## src/rtl/mem_access_pkg.sv

```systemverilog
// mem_access_pkg: size encodings, FSM states and byte-count helper for the byte-serial memory access unit
package mem_access_pkg;

    localparam logic [1:0] SIZE_BYTE    = 2'b00;
    localparam logic [1:0] SIZE_HALF    = 2'b01;
    localparam logic [1:0] SIZE_WORD    = 2'b10;
    localparam logic [1:0] SIZE_ILLEGAL = 2'b11;

    typedef enum logic [1:0] {
        IDLE   = 2'd0,
        ACCESS = 2'd1,
        RESP   = 2'd2
    } state_t;

    // Number of memory bytes touched by a request; illegal sizes touch none
    function automatic logic [2:0] size_bytes(input logic [1:0] size);
        return size == SIZE_BYTE ? 3'd1 :
               size == SIZE_HALF ? 3'd2 :
               size == SIZE_WORD ? 3'd4 : 3'd0;
    endfunction

endpackage

```

## src/rtl/load_extend.sv

```systemverilog
// load_extend: sign- or zero-extends captured load bytes to XLEN according to the access size
module load_extend
    import mem_access_pkg::*;
#(
    parameter int XLEN = 32
) (
    input  logic [XLEN-1:0] data,
    input  logic [1:0]      size,
    input  logic            is_unsigned,
    output logic [XLEN-1:0] value
);

    logic sign_bit;

    assign sign_bit = !is_unsigned && (size == SIZE_BYTE ? data[7] : data[15]);

    assign value = size == SIZE_BYTE ? {{(XLEN-8){sign_bit}}, data[7:0]} :
                   size == SIZE_HALF ? {{(XLEN-16){sign_bit}}, data[15:0]} : data;

endmodule

```

## src/rtl/mem_access_unit.sv

```systemverilog
// mem_access_unit: serialises byte/half/word loads and stores into one little-endian byte access per cycle.
// Optional macro MEM_ACCESS_ALIGN_CHECK_EN rejects misaligned halfword/word requests instead of performing them.
module mem_access_unit
    import mem_access_pkg::*;
#(
    parameter int ADDR_WIDTH = 5,
    parameter int XLEN       = 32
) (
    input  logic                  clk,
    input  logic                  rst,
    input  logic                  req_valid,
    output logic                  req_ready,
    input  logic                  req_write,
    input  logic [1:0]            req_size,
    input  logic                  req_unsigned,
    input  logic [ADDR_WIDTH-1:0] req_addr,
    input  logic [XLEN-1:0]       req_wdata,
    output logic                  resp_valid,
    output logic [XLEN-1:0]       resp_rdata,
    output logic                  resp_error,
    output logic                  mem_write_enable,
    output logic [ADDR_WIDTH-1:0] mem_addr,
    output logic [7:0]            mem_write_data,
    input  logic [7:0]            mem_read_data
);

    state_t                state;
    logic [1:0]            count;
    logic [XLEN-1:0]       data;
    logic                  write;
    logic [1:0]            size;
    logic                  is_unsigned;
    logic [ADDR_WIDTH-1:0] addr;
    logic [XLEN-1:0]       wdata;
    logic                  error;
    logic                  reject;
    logic                  last;
    logic [XLEN-1:0]       load_value;

`ifdef MEM_ACCESS_ALIGN_CHECK_EN
    assign reject = req_size == SIZE_ILLEGAL ||
                    (req_size == SIZE_HALF && req_addr[0]) ||
                    (req_size == SIZE_WORD && req_addr[1:0] != 2'b00);
`else
    assign reject = req_size == SIZE_ILLEGAL;
`endif

    assign last = {1'b0, count} == size_bytes(size) - 3'd1;

    // Request capture, byte sequencing and load-byte collection
    always_ff @(posedge clk) begin
        if (rst) begin
            state       <= IDLE;
            count       <= '0;
            data        <= '0;
            write       <= 1'b0;
            size        <= SIZE_BYTE;
            is_unsigned <= 1'b0;
            addr        <= '0;
            wdata       <= '0;
            error       <= 1'b0;
        end else if (state == IDLE) begin
            if (req_valid) begin
                write       <= req_write;
                size        <= req_size;
                is_unsigned <= req_unsigned;
                addr        <= req_addr;
                wdata       <= req_wdata;
                error       <= reject;
                count       <= '0;
                data        <= '0;
                state       <= reject ? RESP : ACCESS;
            end
        end else if (state == ACCESS) begin
            if (!write)
                data[8*count +: 8] <= mem_read_data;
            count <= count + 2'd1;
            if (last)
                state <= RESP;
        end else begin
            state <= IDLE;
        end
    end

    load_extend #(.XLEN(XLEN)) u_load_extend (
        .data        (data),
        .size        (size),
        .is_unsigned (is_unsigned),
        .value       (load_value)
    );

    assign req_ready  = state == IDLE;
    assign resp_valid = state == RESP;
    assign resp_error = resp_valid && error;
    assign resp_rdata = resp_valid && !write && !error ? load_value : '0;

    // Memory port is idle-zero outside ACCESS; writes are suppressed during a reset cycle
    assign mem_write_enable = state == ACCESS && write && !rst;
    assign mem_addr         = state == ACCESS ? addr + ADDR_WIDTH'(count) : '0;
    assign mem_write_data   = state == ACCESS && write ? wdata[8*count +: 8] : '0;

endmodule

```

## config.mk

```make
export PLATFORM = sky130hd
export DESIGN_NAME = mem_access_unit
export DESIGN_NICKNAME = d
export VERILOG_FILES = /design/src/rtl/mem_access_pkg.sv /design/src/rtl/load_extend.sv /design/src/rtl/mem_access_unit.sv
export SDC_FILE = /design/constraint.sdc
export NUM_CORES = 1
export LEC_CHECK = 0
export CORE_MARGIN = 1
export CORE_UTILIZATION = 45
export CTS_CLUSTER_SIZE = 24
export DETAILED_ROUTE_END_ITERATION = 10
export DONT_BUFFER_PORTS = 1
export GPL_ROUTABILITY_DRIVEN = 0
export HOLD_SLACK_MARGIN = 0.03
export PLACE_DENSITY_LB_ADDON = 0.2
export SYNTH_ARGS = -nofsm -noshare
export SYNTH_HDL_FRONTEND = slang
export SYNTH_SLANG_ARGS = --single-unit
export TNS_END_PERCENT = 1
```

## constraint.sdc

```tcl
create_clock -name clk -period 4.8 [get_ports clk]
set_input_delay 0.48 -clock clk [delete_from_list [all_inputs] [get_ports clk]]
set_output_delay 0.48 -clock clk [all_outputs]
set_load 0.01 [all_outputs]
```

# Word level (Yosys, flattened, before mapping)
# Index checks and enable logic that the tools add are counted.
# word_totals
inputBits,52
reg_bits,78
# classes
n_addsub,4
reduce_logical,17
mux,22
eq_ne,9
shift,3
# op_table
cell,count
two-way mux 32 bit,7
negation 5 -> 34 bit,1
variable shift 8 x 34 -> 32 bit (first input constant),1
indexed part select 8 x 34 -> 32 bit,1
bitwise mux 32 bit,1
indexed part select 32 x 6 -> 8 bit,1
two-way mux 2 bit,8
two-way mux 3 bit,3
two-way mux 8 bit,1
== test 2 bit (second input constant),3
logical AND 1 bit,6
AND reduction 2 bit,3
adder 5 x 2 -> 5 bit,1
two-way mux 5 bit,1
== test 2 x 1 -> 1 bit (second input constant),2
zero test 1 bit,4
zero test 2 bit,2
inequality test 2 bit (second input constant),2
== test 2 x 3 -> 1 bit,1
inequality test 3 bit (second input constant),1
AND reduction 3 bit,1
subtractor 3 x 1 -> 3 bit (second input constant),1
adder 2 x 1 -> 2 bit (second input constant),1
nonzero test 2 bit,1
two-way mux 1 bit,1

# Depth between registers and ports, before layout
# logic_depth
ltp_word,9
depth_mapped,10
mapped_depth_nobuf,5

# Cells and area by module
# From an unflattened synthesis, not the netlist that was laid out.
# unflattened
hier_cells,532
area_unflattened_um2,4336.7
# modules_own_cells
module,cells_each,n_inst,area_per_inst_um2
mem_access_unit,465,1,3980.1
load_extend,67,1,356.6

# Least setup slack after synthesis
# No wires, ideal clock.
# synth_timing
kind,flip-flop to flip-flop
startpoint,register count[0]
endpoint,register data[22]
setup_slack_ns,2.441
synth_period_minus_slack_ns,2.359
t_arrival_ns,2.288
stages_incl_launch_ff,10
cell_sequence,dfxtp_1 buf_2 buf_2 buf_2 inv_1 ha_1 clkbuf_1 nand4b_1 or4_1 a21oi_1
# synth_via
elab_chain_cells,6
elab_cells_between_ends,7
cone_classes,add/sub (1); shift (2); mux (4)
# synth_lines
element,line_no,text
"start, declared",mem_access_unit.sv:28,logic [1:0] count;
"start signal, assigned",mem_access_unit.sv:77,count <= count + 2'd1;
negation 5 -> 34 bit *,mem_access_unit.sv:76,data[8*count +: 8] <= mem_read_data;
indexed part select 8 x 34 -> 32 bit / variable shift 8 x 34 -> 32 bit (equally long branches),mem_access_unit.sv:76,
bitwise mux 32 bit *,mem_access_unit.sv:76,
two-way mux 32 bit *,mem_access_unit.sv:75,if (!write)
two-way mux 32 bit *,mem_access_unit.sv:74,end else if (state == ACCESS) begin
two-way mux 32 bit *,mem_access_unit.sv:62,end else if (state == IDLE) begin
"end signal, assigned by index",mem_access_unit.sv:76,
"end, declared",mem_access_unit.sv:29,logic [XLEN-1:0] data;
# Mark *: on every way between the ends. The rest lies on a longest branch, timed or not. The select of a mux whose other input is x is not followed.
# A chain may end at the register's enable or synchronous reset.

# Worst setup path after layout
# layout_timing
startpoint,register count[1]
endpoint,register data[5]
# The elaborated chain is that of the path after synthesis.

==> qor.txt <==
WP buf/inv - 1
clock root buffer - clkbuf_8
vias - 3288
Cell Area, Placed - 4069 sq um
post-CTS sizing - 0
Post-Route WL - 9.724 mm
Most used DFF post-synth - dfxtp_1
clk_skew - 0.01034 ns
Setup Viol. Count Final - 0
maximum vdd ir drop - 155.7 uV
Fillers - 880
adder-cell area share of the yosys netlist - 0.02616
Fmax - 335.2 MHz
diodes inserted - 0
Distinct cells, synth - 41
setup_tns - 0 ns
Clock Sinks - 78
CP arrival - 3.26 ns
Setup crit end kind - flip-flop
Tot Pwr - 1385 uW
latest clock arrival within the worst-skew pair - 0.35 ns
Synth Area in XOR/XNOR - 0.006387
DR DRC count - 7
Max Cap Violations - 0
violated checks - design-rule violations
worst relative slew slack - 0.1527
Die Area - 9529 sq um
CP top delay family - simple AND/OR/NAND/NOR gates
Min-Delay Path Class - input port to flip-flop
P per Cell Area - 323.8 nW/um^2
Synth warnings - 0
die width - 97.62 um
main combinational cell family by area after synthesis - simple AND/OR/NAND/NOR gates
synthesized area - 4114 sq um
commonest cells after routing, fill and taps aside - 88 x nand2_1, 78 x dfxtp_1, 63 x a21oi_1
fraction of layout cells with a size suffix above 1 - 0.07400
min Tclk post-route - 2.983 ns
Die Ht - 97.62 um
Rows - 34
syn nets - 561
Core Region - 8806 sq um
CTS tree - yes
Critical Path Start Type - flip-flop
number of flops mapped to enable cells by yosys - 0
register area share after synthesis - 0.3796
final instance area - 4278 sq um
hold_ws - 0.2085 ns
run status - finished, violations left
deepest clock path buffer count - 2
final hold vios - 0
area growth from synthesis to layout - 3.984%
first-pass GRT wire length - 15.92 mm
global route overflow - 0
nets - 528
vias per inst - 5.659
io pins - 101
# port buffers - 0
multiplexer area fraction after synthesis - 0.1049
RSZ-0062 raised after global routing - false
Slew Limit Fails - 0
average wire per standard cell - 16.74 um
DRT Pass-1 Iters - 9
CP max stage cell - nor4bb_1
Tightest Pin Transition - 1.254 ns
clock transition at the registers of the reported paths - 0.08 ns
antenna viol nets, final - 0
Avg Inst Size Synth - 8.211 sq um
Max FO, Critical Path - 16
synthesized instance count - 501
Initial Util - 0.4672
CTS Buf Count - 9
initial antenna violation count - 0
Required @ worst endpoint - 5.08 ns
total track usage - 0.2113
Async SR Flop Fraction - 0
Reg area - 1562 sq um
hold_buf cts - 0
Pleak - 0.001483 uW
DRT iter0 DRCs - 154
most common cell after layout, fill and taps aside - nand2_1
H-tree Lvls - 3
Yosys reg bits - 78
vias in the first global route - 3197
max incr delay on CP - 1.08 ns
setup bufs post-CTS - 0
crit-path cells - inv_1, ha_1, nor4bb_1, nand3_1, mux2i_1
DP HPWL - 6.463 mm
post-synthesis compound-gate area fraction - 0.1037
Post-Synth Simple-Gate Area - 0.3248
multi-input logic area - 2335 sq um
critical path class - flip-flop to flip-flop
largest net degree at the start of global routing - 88
Final period util - 0.6214
final core occ - 0.4858
==> cell type report <==
type	instances	share of cell area
Clock buffer	10	0.03217
Clock inverter	6	0.01667
Inverter	6	0.005265
Multi-Input combinational cell	371	0.5458
Sequential cell	78	0.3650
Tap cell	108	0.03159
Timing Repair Buffer	2	0.003510
==> routing by layer <==
metal / vias to the layer above / share of wire / GRT usage
li1: 1668 / - / -
met1: 1542 / 0.46 / 0.2600
met2: 67 / 0.48 / 0.3524
met3: 11 / 0.051 / 0.05396
met4: 0 / 0.014 / 0.08392
met5: - / 0 / 0
==> stage by stage <==
step,std cells,setup slack [ns]
global placement,565,1.972
detailed placement,565,1.846
global route,581,1.535
floorplan,501,2.441
CTS,581,1.828
finish,581,1.817
==> logic make-up after synthesis <==
kind of cell	Yosys count
adders and majority gates	8
DFF	78
xor gates and xnor gates	3
AOI/OAI and AO/OA	80
buffers and inverters	52
and+or+nand+nor	247
muxes	33
==> synthesized netlist by cell type (2+ instances only) <==
cell	number	share of area
a21oi_1	63	0.077
a21oi_2	3	0.0064
and2_1	13	0.020
and3_1	8	0.012
buf_1	3	0.0027
buf_2	9	0.011
buf_6	2	0.0055
clkbuf_1	30	0.027
clkbuf_2	2	0.0024
dfxtp_1	78	0.38
ha_1	7	0.021
inv_1	5	0.0046
mux2i_1	24	0.058
mux4_2	8	0.044
nand2_1	88	0.080
nand2b_1	27	0.041
nand3_1	19	0.023
nand3b_1	3	0.0055
nand4_1	16	0.024
nand4b_1	9	0.019
nor2_1	5	0.0046
nor2b_1	26	0.040
nor3_1	18	0.022
o21ai_0	9	0.011
or3_1	2	0.0030
or4_1	8	0.015
xor2_1	2	0.0043
==> final timing paths <==
check	startpoint	end	cells after the start	slack, ns
worst max-delay path	count[1]	data[5]	5	1.82
worst min-delay path	rst	data[22]	1	0.21
worst max register to register	count[1]	data[5]	5	1.82
worst min register to register	wdata[0]	wdata[0]	2	0.45
==> sequential cells by signal, indices dropped and copies added (netlist names) <==
name,flops
data,32
wdata,32
addr,5
count,2
size,2
state,2
error,1
is_unsigned,1
write,1
==> report_power, final <==
group          internal (uW)  total (uW)  switching, uW  leakage, uW
Clock                    257         507            250    0.0000987
Combinational           67.2         174            107     0.000748
Sequential               676         704           28.2     0.000636
Total                   1000        1390            385      0.00148
No activity file was read; power rests on OpenSTA's default activity.
